$ cat config.mk
export PLATFORM = sky130hd
export DESIGN_NAME = maxpool2d_unit
export DESIGN_NICKNAME = d
export VERILOG_FILES = /design/src/rtl/maxpool2d_unit.sv
export SDC_FILE = /design/constraint.sdc
export NUM_CORES = 1
export LEC_CHECK = 0
export BUFFER_PORTS_ARGS = -buffer_cell sky130_fd_sc_hd__buf_4
export CORE_MARGIN = 4
export CORE_UTILIZATION = 50
export DETAILED_ROUTE_END_ITERATION = 16
export GPL_TIMING_DRIVEN = 0
export PLACE_DENSITY = 0.78
export SKIP_CTS_REPAIR_TIMING = 1
export SLEW_MARGIN = 20
export SYNTH_ARGS = -nofsm -noshare
export SYNTH_HDL_FRONTEND = slang
export SYNTH_HIERARCHICAL = 1
export SYNTH_SLANG_ARGS = --single-unit
$ cat constraint.sdc
create_clock -name clk -period 17.57 [get_ports clk]
set_clock_uncertainty 0.2 [all_clocks]
set_input_delay 0.8785 -clock clk [delete_from_list [all_inputs] [get_ports clk]]
set_output_delay 0.8785 -clock clk [all_outputs]
set_load 0.02 [all_outputs]
$ cat src/rtl/maxpool2d_unit.sv
// Streaming 2x2 stride-2 signed max-pool over raster-ordered pixels of col lanes.
// One pooled pixel is emitted (registered) per completed window.

module maxpool2d_lane #(
    parameter int psum_bw = 16
) (
    input  logic [psum_bw-1:0] hold,
    input  logic [psum_bw-1:0] in_px,
    input  logic [psum_bw-1:0] row_px,
    output logic [psum_bw-1:0] pm,
    output logic [psum_bw-1:0] win
);
    assign pm  = ($signed(hold) > $signed(in_px)) ? hold : in_px;
    assign win = ($signed(row_px) > $signed(pm)) ? row_px : pm;
endmodule

module maxpool2d_unit #(
    parameter  int col     = 8,
    parameter  int psum_bw = 16,
    parameter  int ofmap_w = 4,
    parameter  int ofmap_h = 4,
    localparam int NPOOL   = (ofmap_w / 2) * (ofmap_h / 2),
    localparam int IDX_W   = (NPOOL > 1) ? $clog2(NPOOL) : 1
) (
    input  logic                     clk,
    input  logic                     reset,
    input  logic                     in_valid,
    input  logic [col*psum_bw-1:0]   in_data,
    output logic                     out_valid,
    output logic [col*psum_bw-1:0]   out_data,
    output logic [IDX_W-1:0]         out_idx,
    output logic                     frame_done
);
    localparam int HW = ofmap_w / 2;
    localparam int XW = $clog2(ofmap_w);
    localparam int YW = $clog2(ofmap_h);
    localparam int RW = (HW > 1) ? $clog2(HW) : 1;

    logic [XW-1:0] x;
    logic [YW-1:0] y;
    logic          x_last, y_last;
    logic [RW-1:0] bx;
    logic [IDX_W-1:0] idx_next;

    logic [col-1:0][psum_bw-1:0] in_lanes, hold, row_rd, pm, win;
    // Holds the horizontal pair maxima of the even row of each window pair.
    logic [col-1:0][psum_bw-1:0] rowbuf [HW];

    assign in_lanes = in_data;
    assign x_last   = (x == XW'(ofmap_w - 1));
    assign y_last   = (y == YW'(ofmap_h - 1));
    assign bx       = RW'(x >> 1);
    assign row_rd   = rowbuf[bx];
    assign idx_next = IDX_W'(y >> 1) * IDX_W'(HW) + IDX_W'(x >> 1);

    for (genvar c = 0; c < col; c++) begin : g_lane
        maxpool2d_lane #(.psum_bw(psum_bw)) u_lane (
            .hold   (hold[c]),
            .in_px  (in_lanes[c]),
            .row_px (row_rd[c]),
            .pm     (pm[c]),
            .win    (win[c])
        );
    end

    always_ff @(posedge clk) begin
        if (reset) begin
            x          <= '0;
            y          <= '0;
            hold       <= '0;
            out_valid  <= 1'b0;
            frame_done <= 1'b0;
            out_data   <= '0;
            out_idx    <= '0;
        end else begin
            out_valid  <= 1'b0;
            frame_done <= 1'b0;
            if (in_valid) begin
                if (!x[0]) begin
                    hold <= in_lanes;
                end else if (y[0]) begin
                    out_valid  <= 1'b1;
                    out_data   <= win;
                    out_idx    <= idx_next;
                    frame_done <= x_last && y_last;
                end
                x <= x_last ? '0 : x + 1'b1;
                if (x_last)
                    y <= y_last ? '0 : y + 1'b1;
            end
        end
    end

    // Row buffer needs no reset: every entry is written on an even row before it is read.
    always_ff @(posedge clk) begin
        if (!reset && in_valid && x[0] && !y[0])
            rowbuf[bx] <= pm;
    end
endmodule

==> results of run 1 <==
[power by group]
part / switching [W] / leakage (nW) / total, W / internal (W)
clock: 0.000491 / 0.928 / 0.00120 / 0.000709
combinational: 0.000476 / 9.27 / 0.000782 / 0.000307
sequential: 0.0000245 / 4.50 / 0.00135 / 0.00132
[area by class of cell]
type,count,area (um2)
multi-input combinational,2333,17000
sequential,521,13000
timing repair buffer,297,2210
buffer,226,1350
clock inverter,14,103
tap,846,1060
fill,5476,26000
clock buffer,90,1790
inverter,175,657
antenna,5,12.5
[cells by family (layout without fill, tap and decap cells)]
kind of cell    count (synthesis)  count (layout)  share of synthesized area
other cells                     0               5                          0
simple gates                  954             954                      0.144
fa+ha+maj                     258             258                      0.101
flops                         521             521                      0.406
buf+inv                       401             802                     0.0628
compound gates                959             959                      0.230
mux                           162             162                     0.0565
[synthesized netlist by cell type, types with 18 or more instances]
library cell | number | area share
dfxtp_1 | 265 | 0.17
a21o_1 | 44 | 0.010
a21oi_1 | 310 | 0.049
clkbuf_1 | 66 | 0.0077
edfxtp_1 | 256 | 0.24
nand2_1 | 673 | 0.079
o211ai_1 | 114 | 0.027
mux2_2 | 143 | 0.050
o2111ai_2 | 70 | 0.033
and2_1 | 119 | 0.023
inv_1 | 175 | 0.021
mux2i_1 | 18 | 0.0056
ha_1 | 258 | 0.10
nand4_1 | 41 | 0.0080
a31oi_1 | 119 | 0.023
buf_6 | 40 | 0.014
a2111oi_0 | 112 | 0.031
buf_2 | 81 | 0.013
o2111ai_1 | 42 | 0.012
buf_4 | 27 | 0.0063
[worst reg2reg max path, stage by stage, from the launching register on]
cell and delay, ps:
dfxtp_1 360, ha_1 360, nand4_2 170, or4_4 580, a21oi_2 170, nor3b_2 130, nor3_4 430, buf_2 410
mux2i_1 140, ha_1 330, nand4_1 180, or2_2 330, o32ai_1 270, a31o_2 160, clkbuf_1 400, clkbuf_1 500
o311ai_0 230, o221ai_1 140, nand2_1 90, a21oi_1 130
[worst paths after layout]
check / startpoint / depth (start not counted) / to
worst min register to register: out_data[79] / 2 / out_data[79]
worst max-delay path: in_data[47] / 21 / out_data[43]
worst max register to register: hold[47] / 19 / out_data[43]
worst min-delay path: out_data[79] / 2 / out_data[79]
[metal layers]
metal  vias up  part of all wire  global-route usage
met4         6             0.044               0.108
met2       957              0.46               0.433
met1     12868              0.42               0.340
li1      12902                 -                   -
met3       221             0.078              0.0596
met5         -           0.00041                   0
[sequential cells by signal, indices dropped and copies added (netlist names), named ones only]
name,flops
x,2
hold,128
out_idx,2
y,2
out_data,128
out_valid,1
rowbuf,256
frame_done,1
[stage by stage]
| stage | total power [W] | utilization | setup TNS, ps | setup slack, ps |
|---|---|---|---|---|
| 4_1_cts | 0.00334 | 0.588 | 0 | 11860 |
| 6_report | 0.00333 | 0.588 | 0 | 11760 |
| 5_1_grt | 0.00348 | 0.588 | 0 | 11440 |
| 3_5_place_dp | 0.00214 | 0.558 | 0 | 11230 |
| 2_1_floorplan | 0.00192 | - | 0 | 2300 |
| 3_3_place_gp | 0.00212 | 0.554 | -1459740 | -6530 |
==> run metrics, run 1 <==
outcome finished clean; Tightest Hold Check Type flip-flop to flip-flop; critical-path cell list buf_4 > inv_1 > ha_1 > nand4_2 > or4_4 > a21oi_2 > nor3b_2 > nor3_4 > buf_2 > mux2i_1 > ha_1 > nand4_1 > or2_2 > o32ai_1 > a31o_2 > clkbuf_1 > clkbuf_1 > o311ai_0 > o221ai_1 > nand2_1 > a21oi_1; Clock Sinks 521; vias in the first global route 26,364; # port buffers 262; syn_area_per_cell 9.83 um2; Fin. Hold Viols 0; Placed Area 35,300 um2; Cells after DPL 4,398; routed wire length 92,600 um; instance count of the mapped netlist 3,255; Slew @ Worst Pin 826 ps; DRC violation count after routing 0; hold slack 254 ps; Power Dens Cells 89.5 nW/um2; commonest non-fill, non-tap cell in the layout nand2_1; P_leak 14.7 nW; CP required 17,900 ps; final critical-path share of the clock period 0.331; async set-reset flop share out of synthesis 0; Initial Util 0.506; final setup violation count 0; Synth Warn # 6; crit start category input port; DRT iter0 DRCs 2,098; r2r setup slk 11,790 ps; number of max-cap violations 0; crit-path max cell delay 580 ps; Slew headroom 0.448; total die area 68,100 um2; crit path kind input port to flip-flop; CP top delay family simple AND/OR/NAND/NOR gates; synthesis-stage register bit count 521; RSZ-0062 raised after global routing false; Final Critical Period 5810 ps; share of cells above drive strength 1 0.237; GRT overflow 0; dominant synthesized flop cell dfxtp_1; synth unique cells 63; antenna violations before repair 8; CP arrival 6150 ps; Clock transition at path regs 60 ps; Synth Cell Area 32,000 um2; Fmax 172 MHz; Layout Nets 3,999; post-synth net total 3,644; GPL Wtd Cong 0.972; row count 92; Num CTS Buffers 56; Final ANT Viol Nets 0; Die H 261 um; Max clock buf depth 3; num ports 263; worst-path fanout max 10; synth-to-layout area growth 16.2%; largest net degree at the start of global routing 15; slowest CP cell or4_4; Finished Layout Cells 4,507; Avg WL per Cell 20.6 um; CTS tree done; hpwl dp 71,500 um; die outline width 261 um; Clk Latency, worst-skew pair 610 ps; vias 26,954; drt first pass iters 5; CTS H-Tree Depth 2; vias per inst 5.98; Post-synth EDFFs 256; Max rail drop VDD 77.3 uV; Std-Cell Core Area 63,200 um2; GRT Total Usage 0.265; sequential share of the synthesized area 0.406; Final Max Slew Viols 0; Setup crit end kind flip-flop; first-pass GRT wire length 144,000 um; CTS root buffer clkbuf_16; post-route cell area 37,200 um2; most frequent cells in the layout nand2_1 (673), a21oi_1 (310), buf_4 (298), dfxtp_1 (265), ha_1 (258); critical path buffer and inverter count 5
No activity file was read; power rests on OpenSTA's default activity.
==> inputs of run 2 (changes only) <==
--- a/config.mk
+++ b/config.mk
@@ -10,7 +10,7 @@
 export CORE_UTILIZATION = 50
 export DETAILED_ROUTE_END_ITERATION = 16
 export GPL_TIMING_DRIVEN = 0
-export PLACE_DENSITY = 0.78
+export PLACE_DENSITY = 0.8
 export SKIP_CTS_REPAIR_TIMING = 1
 export SLEW_MARGIN = 20
 export SYNTH_ARGS = -nofsm -noshare
==> constraint.sdc (replaced) <==
create_clock -name clk -period 5.1 [get_ports clk]
set_clock_uncertainty 0.2 [all_clocks]
set_input_delay 0.255 -clock clk [delete_from_list [all_inputs] [get_ports clk]]
set_output_delay 0.255 -clock clk [all_outputs]
set_load 0.02 [all_outputs]
==> run metrics, run 2 (synthesized netlist as in run 1, its figures left out) <==
vias in the first global route 26,345 (-0.072%); CP arrival 5230 ps (-920 ps); WL met3 6590 um (-8.8%); reg2reg start hold[13]; pre-CTS setup slack -733 ps (-11,970 ps); CTS tree done; Top Registers rowbuf: 256 flops, hold: 128 flops, out_data: 128 flops; routed wire length 95,200 um (+2.8%); most frequent cells in the layout nand2_1 (673), a21oi_1 (310), buf_4 (309), dfxtp_1 (261); Power Dens Cells 307 nW/um2 (+240%); antenna violations before repair 7 (-1); CP startpoint in_data[40]; DRT iter0 DRCs 2,416 (+15%); CTS root buffer clkbuf_16; Hold Startpoint out_data[21]; num ports 263 (unchanged); synth-to-layout area growth 21.6%; GRT overflow 0 (unchanged); first-pass GRT wire length 143,000 um (-0.37%); crit path kind input port to flip-flop; Core Util, Final 0.615 (+0.0272); Max rail drop VDD 261 uV (+240%); Slew @ Worst Pin 1050 ps (+227 ps); clock network power share 0.374 (+0.014); Clk Latency, worst-skew pair 610 ps (about the same); Fin. Hold Viols 0 (unchanged); vias 27,984 (+3.8%); Tightest Hold Check Type flip-flop to flip-flop; Final ANT Viol Nets 0 (unchanged); Power Internal 0.00842 W (+260%); share of cells above drive strength 1 0.239 (+0.00170); M1 wire length 40,500 um (+4.9%); Avg WL per Cell 20.5 um (-0.14%); metal2 WL 44,500 um (+4.2%); Fmax 201 MHz; GPL Wtd Cong 0.960 (-1.2%); GRT Total Usage 0.263 (-0.00231); Seq pwr share 0.389 (-0.016); Max clock buf depth 3 (unchanged); Clock transition at path regs 60 ps (about the same); P_leak 15.4 nW (+4.7%); # port buffers 262 (unchanged); Initial Util 0.506 (unchanged); hold slack 253 ps (-0.834 ps); number of max-cap violations 0 (unchanged); Switching Share 0.295 (-0.00260); final critical-path share of the clock period 0.974; largest net degree at the start of global routing 15 (unchanged); Final Critical Period 4970 ps; drt first pass iters 6 (+1); combinational power share 0.237 (+0.002); Fillers 5,133 (-6.3%); worst-path fanout max 10 (unchanged); final worst slack 135 ps (-11,620 ps); outcome finished clean; max reg flops 256 (unchanged); hpwl dp 70,300 um (-1.7%); total die area 68,100 um2 (unchanged); CP required 5360 ps (-12,540 ps); final setup violation count 0 (unchanged); die outline width 261 um (unchanged); register with the highest flop count rowbuf; max layer used met5; Setup crit end kind flip-flop; Sw Pwr 0.00352 W (+260%); Std-Cell Core Area 63,200 um2 (unchanged); vias per inst 6.03 (+0.87%); RSZ-0062 raised after global routing true; commonest non-fill, non-tap cell in the layout nand2_1; Slew headroom 0.298 (-0.150); DRC violation count after routing 0 (unchanged); row count 92 (unchanged); Layout Nets 4,128 (+3.2%); Num CTS Buffers 58 (+3.6%); Die H 261 um (unchanged); CTS H-Tree Depth 2 (unchanged); Clock Sinks 521 (unchanged); Pwr Total 0.0119 W (+260%); crit start category input port; Final Max Slew Viols 0 (unchanged)
## run 2: cell types whose count changed in the layout (fill, tap and decap cells not counted), moves of 6 or more
cell           before  now
a2111oi_1           0   12
clkbuf_1           80   56
clkbuf_2            2   20
buf_2             101   77
a2111oi_0         112   97
buf_4             298  309
buf_6              44   50
dlygate4sd3_1       0  131
bufinv_16           1    8
## run 2: per-stage QoR
stage                     instances  TNS, ps  area (um2)
final                          4639        0       38900
after global routing           4638     -362       38900
after CTS                      4499    -8540       37400
after detailed placement       4389    -9010       35300
after global placement         4363  -694160       35100
after floorplan                3255   -34090       32000
## run 2: worst max-delay path: stages
cell	delay, ps
dlygate4sd3_1	600
buf_4	160
inv_1	40
ha_1	260
nand4_1	130
or4_4	580
a21oi_4	180
nor3b_4	90
nor3_4	170
buf_4	190
buf_6	190
mux2i_1	240
ha_1	210
nand4_1	180
or2_2	340
a221o_1	270
a31o_2	220
clkbuf_4	200
buf_4	210
o311ai_0	120
o221ai_1	230
nand2_1	100
a21oi_1	60
## run 2: final cells by class
class | count | area [um2] | share of cell area
antenna | 4 | 10.0 | 0.000257
buffer | 225 | 1390 | 0.0358
clock buffer | 81 | 1680 | 0.0433
clock inverter | 29 | 365 | 0.00939
inverter | 175 | 657 | 0.0169
multi-input combinational | 2333 | 17100 | 0.440
sequential | 521 | 13000 | 0.334
tap | 846 | 1060 | 0.0272
timing repair buffer | 425 | 3590 | 0.0924
## run 2: power by group through the flow
stage / combinational [W] / sequential [W] / clock [W]
floorplan: 0.00189 / 0.00471 / 0
detailed placement: 0.00263 / 0.00473 / 0
CTS: 0.00265 / 0.00464 / 0.00455
global placement: 0.00256 / 0.00473 / 0
finish: 0.00283 / 0.00464 / 0.00447
global route: 0.00308 / 0.00465 / 0.00473
## run 2: final timing paths
path / to / slack, ps / cells past startpoint
worst min register to register: out_data[21] / 250 / 2
worst max register to register: out_data[5] / 150 / 18
worst max-delay path: out_data[43] / 130 / 23
worst min-delay path: out_data[21] / 250 / 2
## run 2: layer usage
layer	track usage	up-vias
li1	-	13166
met1	0.350	13477
met2	0.428	1104
met3	0.0478	231
met4	0.0975	6
met5	0	-
==> inputs of run 3 (changes only) <==
--- a/config.mk
+++ b/config.mk
@@ -11,6 +11,7 @@
 export DETAILED_ROUTE_END_ITERATION = 16
 export GPL_TIMING_DRIVEN = 0
 export PLACE_DENSITY = 0.8
+export RECOVER_POWER = 100
 export SKIP_CTS_REPAIR_TIMING = 1
 export SLEW_MARGIN = 20
 export SYNTH_ARGS = -nofsm -noshare
==> run metrics, run 3 (synthesized netlist as in run 1, its figures left out) <==
DRC violation count after routing 0 (unchanged); CP startpoint in_data[42]; RSZ-0062 raised after global routing true; Top Registers rowbuf: 256 flops, hold: 128 flops, out_data: 128 flops; failing checks max-capacitance violations, max-slew violations; Placed Area 35,300 um2 (unchanged); Std-Cell Core Area 63,200 um2 (unchanged); Seq pwr share 0.389 (about the same); Switching Share 0.295 (about the same); drt first pass iters 6 (unchanged); antenna violations before repair 6 (-1); Hold Startpoint out_data[21]; Tightest Hold Check Type flip-flop to flip-flop; num ports 263 (unchanged); Clk Latency, worst-skew pair 610 ps (about the same); Finished Layout Cells 4,638 (-0.022%); outcome finished, violations left; DRT iter0 DRCs 2,487 (+2.9%); Slew headroom -0.575 (-0.873); routed wire length 94,900 um (-0.27%); crit path kind input port to flip-flop; Power Internal 0.00841 W (-0.12%); Max clock buf depth 3 (unchanged); final critical-path share of the clock period 0.973 (about the same); P_leak 14.7 nW (-4.5%); Layout Nets 4,128 (unchanged); synth-to-layout area growth 19.5%; Fmax 201 MHz (about the same); max reg flops 256 (unchanged); Slew @ Worst Pin 2330 ps (+1280 ps); die outline width 261 um (unchanged); Setup crit end kind flip-flop; Final Critical Period 4960 ps (-1.25 ps); Cells after DPL 4,389 (unchanged); Die H 261 um (unchanged); GRT overflow 0 (unchanged); clock network power share 0.375 (about the same); final setup violation count 0 (unchanged); commonest non-fill, non-tap cell in the layout nand2_1; Sw Pwr 0.00352 W (-0.15%); Final Max Slew Viols 19 (+19); CTS H-Tree Depth 2 (unchanged); Initial Util 0.506 (unchanged); final worst slack 136 ps (+1.25 ps); Clock transition at path regs 60 ps (about the same); vias 28,007 (+0.082%); CTS root buffer clkbuf_16; # port buffers 262 (unchanged); share of cells above drive strength 1 0.195 (-0.0443); post-route cell area 38,200 um2 (-1.7%); CP arrival 5230 ps (about the same); worst-path fanout max 10 (unchanged); Clock Sinks 521 (unchanged); vias in the first global route 26,345 (unchanged); row count 92 (unchanged); number of max-cap violations 2 (+2); Fin. Hold Viols 0 (unchanged); CP required 5360 ps (about the same); Power Dens Cells 312 nW/um2 (+1.7%); combinational power share 0.236 (about the same); GRT Total Usage 0.263 (unchanged); r2r setup slk 150 ps (about the same); first-pass GRT wire length 143,000 um (unchanged); crit start category input port; vias per inst 6.04 (+0.10%); most frequent cells in the layout nand2_1 (673), a21oi_1 (310), dfxtp_1 (263), ha_1 (256), edfxtp_1 (256); largest net degree at the start of global routing 15 (unchanged); register with the highest flop count rowbuf; GPL Wtd Cong 0.960 (unchanged); hpwl dp 70,300 um (unchanged); Num CTS Buffers 58 (unchanged); total die area 68,100 um2 (unchanged); Core Util, Final 0.605 (-0.0108); Final ANT Viol Nets 0 (unchanged); Fillers 5,308 (+3.4%); CTS tree done; Max rail drop VDD 262 uV (+0.34%); Avg WL per Cell 20.5 um (-0.25%); setup TNS 0 ps (unchanged); pre-CTS setup slack -733 ps (unchanged); reg2reg start hold[13]
run 3: layout make-up:
type                       instances  area [um2]  share of cell area
inverter                         175         657              0.0172
antenna                            3        7.51            0.000196
timing repair buffer             425        2990              0.0782
tap                              846        1060              0.0277
multi-input combinational       2333       17100               0.447
buffer                           225        1370              0.0359
clock buffer                      81        1680              0.0440
clock inverter                    29         365             0.00956
sequential                       521       13000               0.340
run 3: critical path, stage by stage:
cell and delay (ps):
dlygate4sd3_1 570, buf_4 160, inv_1 40, ha_1 290
nand4_1 120, or4_4 580, a21oi_4 170, nor3b_4 90
nor3_4 170, buf_4 190, buf_6 190, mux2i_1 240
ha_1 220, nand4_1 190, or2_2 340, a221o_1 270
a31o_2 220, clkbuf_4 200, buf_4 210, o311ai_0 120
o221ai_1 230, nand2_1 100, a21oi_1 60
run 3: metrics by stage:
| stage | hold WS (ps) | power [W] |
|---|---|---|
| CTS | -330 | 0.0118 |
| detailed placement | 247 | 0.00736 |
| global placement | 243 | 0.00729 |
| floorplan | 191 | 0.00660 |
| finish | 253 | 0.0119 |
| global route | 264 | 0.0124 |
run 3: worst paths after layout:
check	end	cells past startpoint
setup reg to reg	out_data[5]	18
hold / removal	out_data[21]	2
hold reg to reg	out_data[21]	2
setup / recovery	out_data[43]	23
run 3: layer usage:
metal	GRT usage	vias to the layer above	routed length, um
met3	0.0478	240	7160
met4	0.0975	6	3730
met2	0.428	1198	44200
met1	0.350	13410	39900
li1	-	13153	-
met5	0	-	23
run 3: power groups by stage:
stage	logic, W	registers (W)	clock network [W]
floorplan	0.00189	0.00471	0
global placement	0.00256	0.00473	0
detailed placement	0.00263	0.00473	0
CTS	0.00265	0.00464	0.00455
global route	0.00307	0.00465	0.00473
finish	0.00282	0.00464	0.00447
